<file path="src/rtl/proc_cache_pkg.sv">
// Shared opcodes, bus-direction codes and line layout for proc_cache.
// Latency: n/a (definitions only).
// Backpressure: n/a (definitions only).
package proc_cache_pkg;

  // Default geometry: 8-bit address, one byte per line, 16 lines.
  localparam int CACHE_ADDR_W = 8;
  localparam int CACHE_DATA_W = 8;
  localparam int CACHE_LINES  = 16;
  localparam int CACHE_IDX_W  = $clog2(CACHE_LINES);
  localparam int CACHE_TAG_W  = CACHE_ADDR_W - CACHE_IDX_W;

  // Load/store unit opcodes; every other encoding is a no-op for the cache.
  localparam logic [3:0] OP_LOAD  = 4'b1000;
  localparam logic [3:0] OP_STORE = 4'b1001;

  // Bus direction as reported by the load/store unit.
  localparam logic RW_READ  = 1'b1;
  localparam logic RW_WRITE = 1'b0;

  // One cache line at the default geometry.
  typedef struct packed {
    logic                    valid;
    logic [CACHE_TAG_W-1:0]  tag;
    logic [CACHE_DATA_W-1:0] data;
  } line_t;

endpackage

</file>
<file path="src/rtl/proc_cache_array.sv">
// Line storage: LINES entries, one combinational read port, one write port.
// Latency: read 0 cycles; write visible the cycle after the write edge.
// Backpressure: none; the caller qualifies wr_en. Reset clears every entry.
module proc_cache_array #(
  parameter int LINES   = 16,
  parameter int ENTRY_W = 13
) (
  input  logic                     clk,
  input  logic                     reset,
  input  logic [$clog2(LINES)-1:0] rd_idx,
  output logic [ENTRY_W-1:0]       rd_entry,
  input  logic                     wr_en,
  input  logic [$clog2(LINES)-1:0] wr_idx,
  input  logic [ENTRY_W-1:0]       wr_entry
);

  logic [LINES-1:0][ENTRY_W-1:0] mem_q;
  logic [LINES-1:0][ENTRY_W-1:0] mem_d;

  // Next array state: hold everything, overwrite the addressed entry on a write.
  always_comb begin
    mem_d = mem_q;
    if (wr_en) begin
      mem_d[wr_idx] = wr_entry;
    end
  end

  // Array registers; reset wins over any pending write.
  always_ff @(posedge clk) begin
    if (reset) begin
      mem_q <= '0;
    end else begin
      mem_q <= mem_d;
    end
  end

  // Asynchronous read of the addressed entry.
  always_comb begin
    rd_entry = mem_q[rd_idx];
  end

endmodule

</file>
<file path="src/rtl/proc_cache.sv">
// Direct-mapped write-through byte cache; build with PROC_CACHE_WRITE_ALLOCATE_EN to allocate on store miss.
// Latency: lookup (data/miss) combinational; fills and stores land on the next rising edge.
// Backpressure: busy=1 suppresses the array write for that cycle; the cache never drives the bus.
module proc_cache
  import proc_cache_pkg::*;
#(
  parameter int ADDR_W = CACHE_ADDR_W,
  parameter int DATA_W = CACHE_DATA_W,
  parameter int LINES  = CACHE_LINES
) (
  input  logic              clk,
  input  logic              reset,
  input  logic [ADDR_W-1:0] address,
  input  logic [3:0]        op,
  input  logic [DATA_W-1:0] input_data,
  input  logic              rw,
  input  logic              busy,
  output logic [DATA_W-1:0] data,
  output logic              miss
);

  localparam int IDX_W = $clog2(LINES);
  localparam int TAG_W = ADDR_W - IDX_W;

  // Line layout at this instance's geometry (matches line_t at defaults).
  typedef struct packed {
    logic              valid;
    logic [TAG_W-1:0]  tag;
    logic [DATA_W-1:0] data;
  } entry_t;

`ifdef PROC_CACHE_WRITE_ALLOCATE_EN
  localparam logic ALLOC_ON_STORE_MISS = 1'b1;
`else
  localparam logic ALLOC_ON_STORE_MISS = 1'b0;
`endif

  logic [IDX_W-1:0] idx;
  logic [TAG_W-1:0] tag;
  entry_t           rd_line;
  entry_t           wr_line;
  logic             hit;
  logic             is_load;
  logic             is_store;
  logic             fill_we;
  logic             store_we;
  logic             wr_en;

  // Address split, hit compare and the processor-facing lookup outputs.
  always_comb begin
    idx      = address[IDX_W-1:0];
    tag      = address[ADDR_W-1:IDX_W];
    is_load  = (op == OP_LOAD);
    is_store = (op == OP_STORE);
    hit      = rd_line.valid && (rd_line.tag == tag);
    miss     = is_load && !hit;
    data     = (hit && (is_load || is_store)) ? rd_line.data : '0;
  end

  // Write qualification: fill on a load miss with a read bus cycle, update on a
  // store with a write bus cycle (hits only unless allocating); busy holds off both.
  always_comb begin
    fill_we  = is_load && !hit && (rw == RW_READ) && !busy;
    store_we = is_store && (rw == RW_WRITE) && !busy && (hit || ALLOC_ON_STORE_MISS);
    wr_en    = fill_we || store_we;
    wr_line  = '{valid: 1'b1, tag: tag, data: input_data};
  end

  proc_cache_array #(
    .LINES   (LINES),
    .ENTRY_W ($bits(entry_t))
  ) u_array (
    .clk      (clk),
    .reset    (reset),
    .rd_idx   (idx),
    .rd_entry (rd_line),
    .wr_en    (wr_en),
    .wr_idx   (idx),
    .wr_entry (wr_line)
  );

endmodule

</file>
<file path="config.mk">
export PLATFORM = sky130hd
export DESIGN_NAME = proc_cache
export DESIGN_NICKNAME = d
export VERILOG_FILES = /design/src/rtl/proc_cache_pkg.sv /design/src/rtl/proc_cache_array.sv /design/src/rtl/proc_cache.sv
export SDC_FILE = /design/constraint.sdc
export NUM_CORES = 1
export LEC_CHECK = 0
export CAP_MARGIN = 20
export CORE_AREA = 2 2 163 165
export CTS_CLUSTER_SIZE = 25
export DETAILED_ROUTE_END_ITERATION = 7
export DIE_AREA = 0 0 165 167
export GPL_ROUTABILITY_DRIVEN = 0
export GPL_TIMING_DRIVEN = 0
export MAX_ROUTING_LAYER = met4
export SYNTH_ARGS = -nofsm -noshare
export SYNTH_HDL_FRONTEND = slang
export SYNTH_HIERARCHICAL = 1
export SYNTH_SLANG_ARGS = --single-unit
</file>
<file path="constraint.sdc">
create_clock -name clk -period 7.1 [get_ports clk]
set_input_delay 1.065 -clock clk [delete_from_list [all_inputs] [get_ports clk]]
set_output_delay 1.065 -clock clk [all_outputs]
set_load 0.02 [all_outputs]
</file>
==> results of run 1 <==
per-stage QoR:
step           hold WS (ns)  cell area (sq um)  setup WS, ns  power (mW)
6_report              0.473              11400          1.12        2.60
5_1_grt               0.491              11400         0.959        2.67
4_1_cts               0.472              11400          1.21        2.61
3_5_place_dp          0.464              10600          1.23        1.37
3_3_place_gp          0.457              10600          1.21        1.37
2_1_floorplan         0.449               9930          3.09        1.30
kinds of logic after synthesis:
logic type	count (synthesis)
flops	208
simple gates	265
xor+xnor	4
buf+inv	153
mux	53
compound gates	442
other cells	1
where the power goes:
| group | switching (mW) | leakage (nW) | total (mW) | internal (mW) |
|---|---|---|---|---|
| sequential | 0.000396 | 1.67 | 1.17 | 1.17 |
| combinational | 0.143 | 1.69 | 0.187 | 0.0441 |
| clock | 0.506 | 0.374 | 1.24 | 0.736 |
| total | 0.649 | 3.73 | 2.60 | 1.95 |
layer usage:
| layer | global-route usage, % | share of wire (%) | up-vias |
|---|---|---|---|
| met5 | - | 0 | - |
| li1 | - | - | 4260 |
| met1 | 36.3 | 42 | 4570 |
| met3 | 6.18 | 11 | 85 |
| met2 | 38.5 | 44 | 539 |
| met4 | 10.3 | 4.1 | 0 |
layout make-up:
cell class                      instances  area, sq um
Clock inverter                          9          103
Tap cell                              335          419
Multi-Input combinational cell        765         5010
Timing Repair Buffer                   23          230
Fill cell                            2462        14400
Sequential cell                       208         4160
Clock buffer                           33          676
Buffer                                153          759
final timing paths:
check / end / slack (ns) / cells after the start
max: data[3] / 1.12 / 12
min: u_array/mem_q[167]$_SDFFE_PP0P_ / 0.47 / 2
max reg2reg: u_array/mem_q[84]$_SDFFE_PP0P_ / 2.99 / 12
min reg2reg: u_array/mem_q[167]$_SDFFE_PP0P_ / 0.47 / 2
tightest hold or removal path: cells and delay by family (launching register included):
family             cells  cell delay (ns)
DFF                    1             0.30
AOI/OAI and AO/OA      2             0.12
layout by cell type (no fill, tap or decap), drive strengths merged, types with 2 or more instances in the layout:
cell           synthesis  layout
a21oi                208     208
a22oi                 26      26
and2                  10      10
and3                   2       2
and3b                  4       4
buf                   60      60
bufinv                 0       2
clkbuf                93     126
clkdlybuf4s50          0      23
clkinv                 0       4
clkinvlp               0       3
dfxtp                208     208
mux4                  52      52
nand2                 14      14
nand2b                 2       2
nand3                210     210
nand3b                 6       6
nor2                   4       4
nor2b                  4       4
nor3                   2       2
nor3b                  2       2
o21ai                208     208
or3b                   3       3
xnor2                  3       3
==> metrics.md, run 1 <==
| Metric | Value |
|---|---|
| Residual DRC count | 0 |
| Hold Startpoint | u_array/mem_q[167]$_SDFFE_PP0P_ |
| Final #Nets | 1,199 |
| First-pass GRT wire length | 54,000 microns |
| Final slew viol count | 0 |
| Adder-Cell Fraction of Synth Area | 0% |
| Core Util, Final | 44.1% |
| DIE AREA | 27,600 sq um |
| GR Util All Layers | 26.7% |
| Setup crit start kind | input pin |
| Root Buffer | clkbuf_16 |
| H-tree Lvls | 1 |
| Layout cell share with drive strength beyond 1 | 11.1% |
| Top reg by flops | u_array/mem_q |
| Dpl cells | 1,484 |
| Largest family of logic cells by synthesized area | compound AO/OA/AOI/OAI gates |
| Proportion of synthesized area in mux cells | 12.8% |
| Final setup vio count | 0 |
| Crit path from | address[1] |
| Sequential area share after synthesis | 41.9% |
| Worst Tran Pin Value | 1.04 ns |
| CTS tree | built |
| Most frequent cells after synthesis | nand3_1, a21oi_1, dfxtp_1, o21ai_0, clkbuf_1 |
| Final std cells w/o fill | 1,526 |
| WP data required | 6.03 ns |
| Fraction of registers with async set/reset | 0% |
| Iteration-0 DRC Markers | 1,274 |
| Drt pass-1 iters | 5 |
| Post-synth top area share | 41.9% |
| Die X | 165 microns |
| Cts hold-fix bufs | 0 |
| Clock slew at reported path FFs | 0.05 ns |
| IO Pins | 33 |
| # diodes | 0 |
| Final min period | 5.98 ns |
| Num Clock Sinks | 208 |
| Fmax | 167 MHz |
| CTS Buffer Depth | 3 |
| Drt total wl | 36,300 microns |
| Netlist Area Pre-Place | 9930 sq um |
| Worst skew pair latency | 0.52 ns |
| GRT overflow | 0 |
| Synth Net Count | 1,150 |
| Largest net degree at the start of global routing | 14 |
| Maxcap violations | 0 |
| Syn Area/Cell | 8.82 sq um |
| Rel. slew slack | 31.0% |
| Via-to-Cell Ratio | 6.20 |
| #FFs+latches synth | 208 |
| RSZ-0062 raised after global routing | false |
| Slowest stage delay, CP | 0.63 ns |
| Core area | 25,800 sq um |
| Via count | 9,454 |
| Area Overhead vs Synth | 14.4% |
| Dpl hpwl | 25,100 microns |
| Peak supply drop | 0.160 mV |
| Total CTS buffers | 24 |
| Top delay family on crit path | buffers and inverters |
| R2r startpoint | u_array/mem_q[73]$_SDFFE_PP0P_ |
| Cell taking the most area after synthesis | dfxtp_1 |
| Yosys warnings | 6 |
| Number of global-route vias before repair | 8,763 |
| Largest registers | u_array/mem_q x208 |
| WP data arrival | 4.91 ns |
| Synth area leaders | dfxtp_1, nand3_1, a21oi_1, o21ai_0, mux4_1 |
| Chip height | 167 microns |
| Ys flop type | dfxtp_1 |
| Count of cell types in the netlist | 35 |
| Synth Area in Simple Gates | 14.3% |
| DR WL/cell | 23.8 microns |
| Crit-path max FO | 10 |
| Post-CTS setup buffer count | 0 |
| Cells after synthesis | 1,126 |
| Buffers added on ports | 23 |
| Fin Setup TNS | 0 ns |
| Status | finished clean |
| Post-CTS Resized | 0 |
| Slowest cell on the critical path | clkdlybuf4s50_1 |
| Final Hold Vio Count | 0 |
| Crit share post-route | 84.2% |
| Buf+Inv Stages, Crit Path | 5 |
| Leak Pwr | 3.73 nW |
| Largest register FFs | 208 |
| Clock skew | 0.0115 ns |
| CP endpoint kind | output port |
| Initial antenna violation count | 0 |
| Top-count cell post-synth | nand3_1 |
| Compound-gate portion of the synthesized area | 22.9% |
| Pwr Density | 229 nW/um^2 |
| Xor-xnor portion of the synthesized cell area | 0.353% |
| Initial Util | 38.6% |
| CP cell instances | clkdlybuf4s50_1 -> buf_6 -> buf_6 -> buf_2 -> mux4_1 -> a22oi_1 -> nand2_1 -> xnor2_1 -> nand4_2 -> nor3_4 -> and2_1 -> clkdlybuf4s50_1 |
| Number of synthesized flops with an enable pin | 0 |
| Class of the most critical setup path | in2out |
| Min-delay worst type | reg2reg |
| Cell Rows | 59 |
| Final ANT Viol Nets | 0 |
(Power assumes the default switching activity.)
==> run 2, diff against run 1 <==
==> constraint.sdc (replaced) <==
create_clock -name clk -period 5.5 [get_ports clk]
set_input_delay 0.825 -clock clk [delete_from_list [all_inputs] [get_ports clk]]
set_output_delay 0.825 -clock clk [all_outputs]
set_load 0.02 [all_outputs]
==> run 2 against run 1 <==
Largest power group unchanged. Highest routed layer unchanged. Non-clock buffer count did not move. Combinational power rose by 29%. Critical path depth did not move.
==> metrics.md, run 2 (synthesis gave the netlist of run 1 again) <==
| Metric | Value |
|---|---|
| Clock slew at reported path FFs | 0.06 ns |
| Layout fillers | 2,464 |
| Initial antenna violation count | 0 |
| Residual DRC count | 0 |
| # diodes | 0 |
| Pwr Density | 295 nW/um^2 |
| Commonest non-fill, non-tap cell in the layout | nand3_1 |
| Total CTS buffers | 24 |
| Initial Util | 38.6% |
| Via-to-Cell Ratio | 6.19 |
| Largest registers | u_array/mem_q x208 |
| Final slew viol count | 0 |
| WP data required | 4.68 ns |
| Final ANT Viol Nets | 0 |
| Routed metal-1 wire length | 15,200 microns |
| Status | finished clean |
| Top reg by flops | u_array/mem_q |
| Maxcap violations | 0 |
| Largest register FFs | 208 |
| Cell Rows | 59 |
| Pre-CTS setup slack | -0.0676 ns |
| Root Buffer | clkbuf_16 |
| Post-CTS Resized | 0 |
| Iteration-0 DRC Markers | 1,299 |
| Rel. slew slack | 31.1% |
| DIE AREA | 27,600 sq um |
| Peak supply drop | 0.205 mV |
| CTS tree | built |
| RSZ-0062 raised after global routing | false |
| WP data arrival | 4.53 ns |
| Post-CTS setup buffer count | 0 |
| CP endpoint kind | output port |
| Setup slack after layout | 0.145 ns |
| First-pass GRT wire length | 54,000 microns |
| Crit-path max FO | 10 |
| Clock skew | 0.0104 ns |
| Die X | 165 microns |
| Leak Pwr | 3.74 nW |
| Chip height | 167 microns |
| Min-delay worst type | reg2reg |
| Final Hold Vio Count | 0 |
| DR WL/cell | 23.8 microns |
| Crit share post-route | 97.4% |
| Placed cell areas | 10,600 sq um |
| Via count | 9,448 |
| Cts hold-fix bufs | 0 |
| Number of global-route vias before repair | 8,763 |
| Class of the most critical setup path | in2out |
| Dpl hpwl | 25,100 microns |
| Met2 WL | 15,800 microns |
| Core area | 25,800 sq um |
| Final #Nets | 1,199 |
| Num Clock Sinks | 208 |
| Largest net degree at the start of global routing | 14 |
| Drt pass-1 iters | 6 |
| Fmax | 187 MHz |
| GR Util All Layers | 26.7% |
| Drt total wl | 36,300 microns |
| H-tree Lvls | 1 |
| Worst Tran Pin Value | 1.03 ns |
| IO Pins | 33 |
| CTS Buffer Depth | 3 |
| Layout cell share with drive strength beyond 1 | 11.3% |
| GRT overflow | 0 |
| Setup crit start kind | input pin |
| Highest routed layer | met4 |
| Met3 WL | 3830 microns |
| Fin Setup TNS | 0 ns |
| Worst skew pair latency | 0.52 ns |
| Most frequent cells in the layout | nand3_1, a21oi_1, dfxtp_1, o21ai_0, clkbuf_1 |
| Buffers added on ports | 23 |
| R2R setup slack | 1.56 ns |
| Final setup vio count | 0 |
| Final min period | 5.35 ns |
| Area Overhead vs Synth | 14.6% |
| Core Util, Final | 44.2% |
| Final instance area | 11,400 sq um |
==> run 2: cell count changes in the layout (fill, tap and decap cells not counted), sizes merged <==
cell	delta
clkbuf	+1
buf	-1
==> run 2: final timing paths <==
check,startpoint,to,cells after the start
worst min register to register,u_array/mem_q[100]$_SDFFE_PP0P_,u_array/mem_q[100]$_SDFFE_PP0P_,2
worst max-delay path,address[0],data[3],12
worst min-delay path,u_array/mem_q[100]$_SDFFE_PP0P_,u_array/mem_q[100]$_SDFFE_PP0P_,2
worst max register to register,u_array/mem_q[9]$_SDFFE_PP0P_,u_array/mem_q[97]$_SDFFE_PP0P_,12
==> run 2: area by class of cell <==
class,count,area [sq um],share of cell area (%)
tap,335,419,3.68
sequential,208,4160,36.6
buffer,153,762,6.70
multi-input combinational,765,5020,44.2
clock buffer,33,676,5.94
timing repair buffer,23,230,2.02
clock inverter,9,103,0.902
==> run 2: per-stage QoR <==
stage	hold slack [ns]	power, mW	instances
floorplan	0.449	1.67	1126
global placement	0.457	1.77	1484
detailed placement	0.464	1.77	1484
CTS	0.472	3.37	1526
global route	0.491	3.44	1526
finish	0.470	3.35	1526
==> run 2: report_power, final <==
part	leakage (nW)	switching (mW)	total, mW	internal [mW]
Clock	0.374	0.653	1.60	0.950
Combinational	1.69	0.185	0.242	0.0571
Sequential	1.67	0.000515	1.51	1.51
==> run 2: worst max-delay path: stages <==
cell	delay, ns
clkdlybuf4s50_1	0.59
buf_6	0.20
buf_6	0.20
buf_2	0.28
mux4_2	0.39
a22oi_2	0.33
nand2_1	0.11
xnor2_1	0.19
nand4_2	0.17
nor3_4	0.34
and2_1	0.26
clkdlybuf4s50_1	0.63
==> run 2: per-layer routing <==
metal | track usage (%) | vias up
met5 | - | -
met4 | 10.3 | 0
met3 | 6.18 | 90
met2 | 38.5 | 490
met1 | 36.3 | 4600
li1 | - | 4268
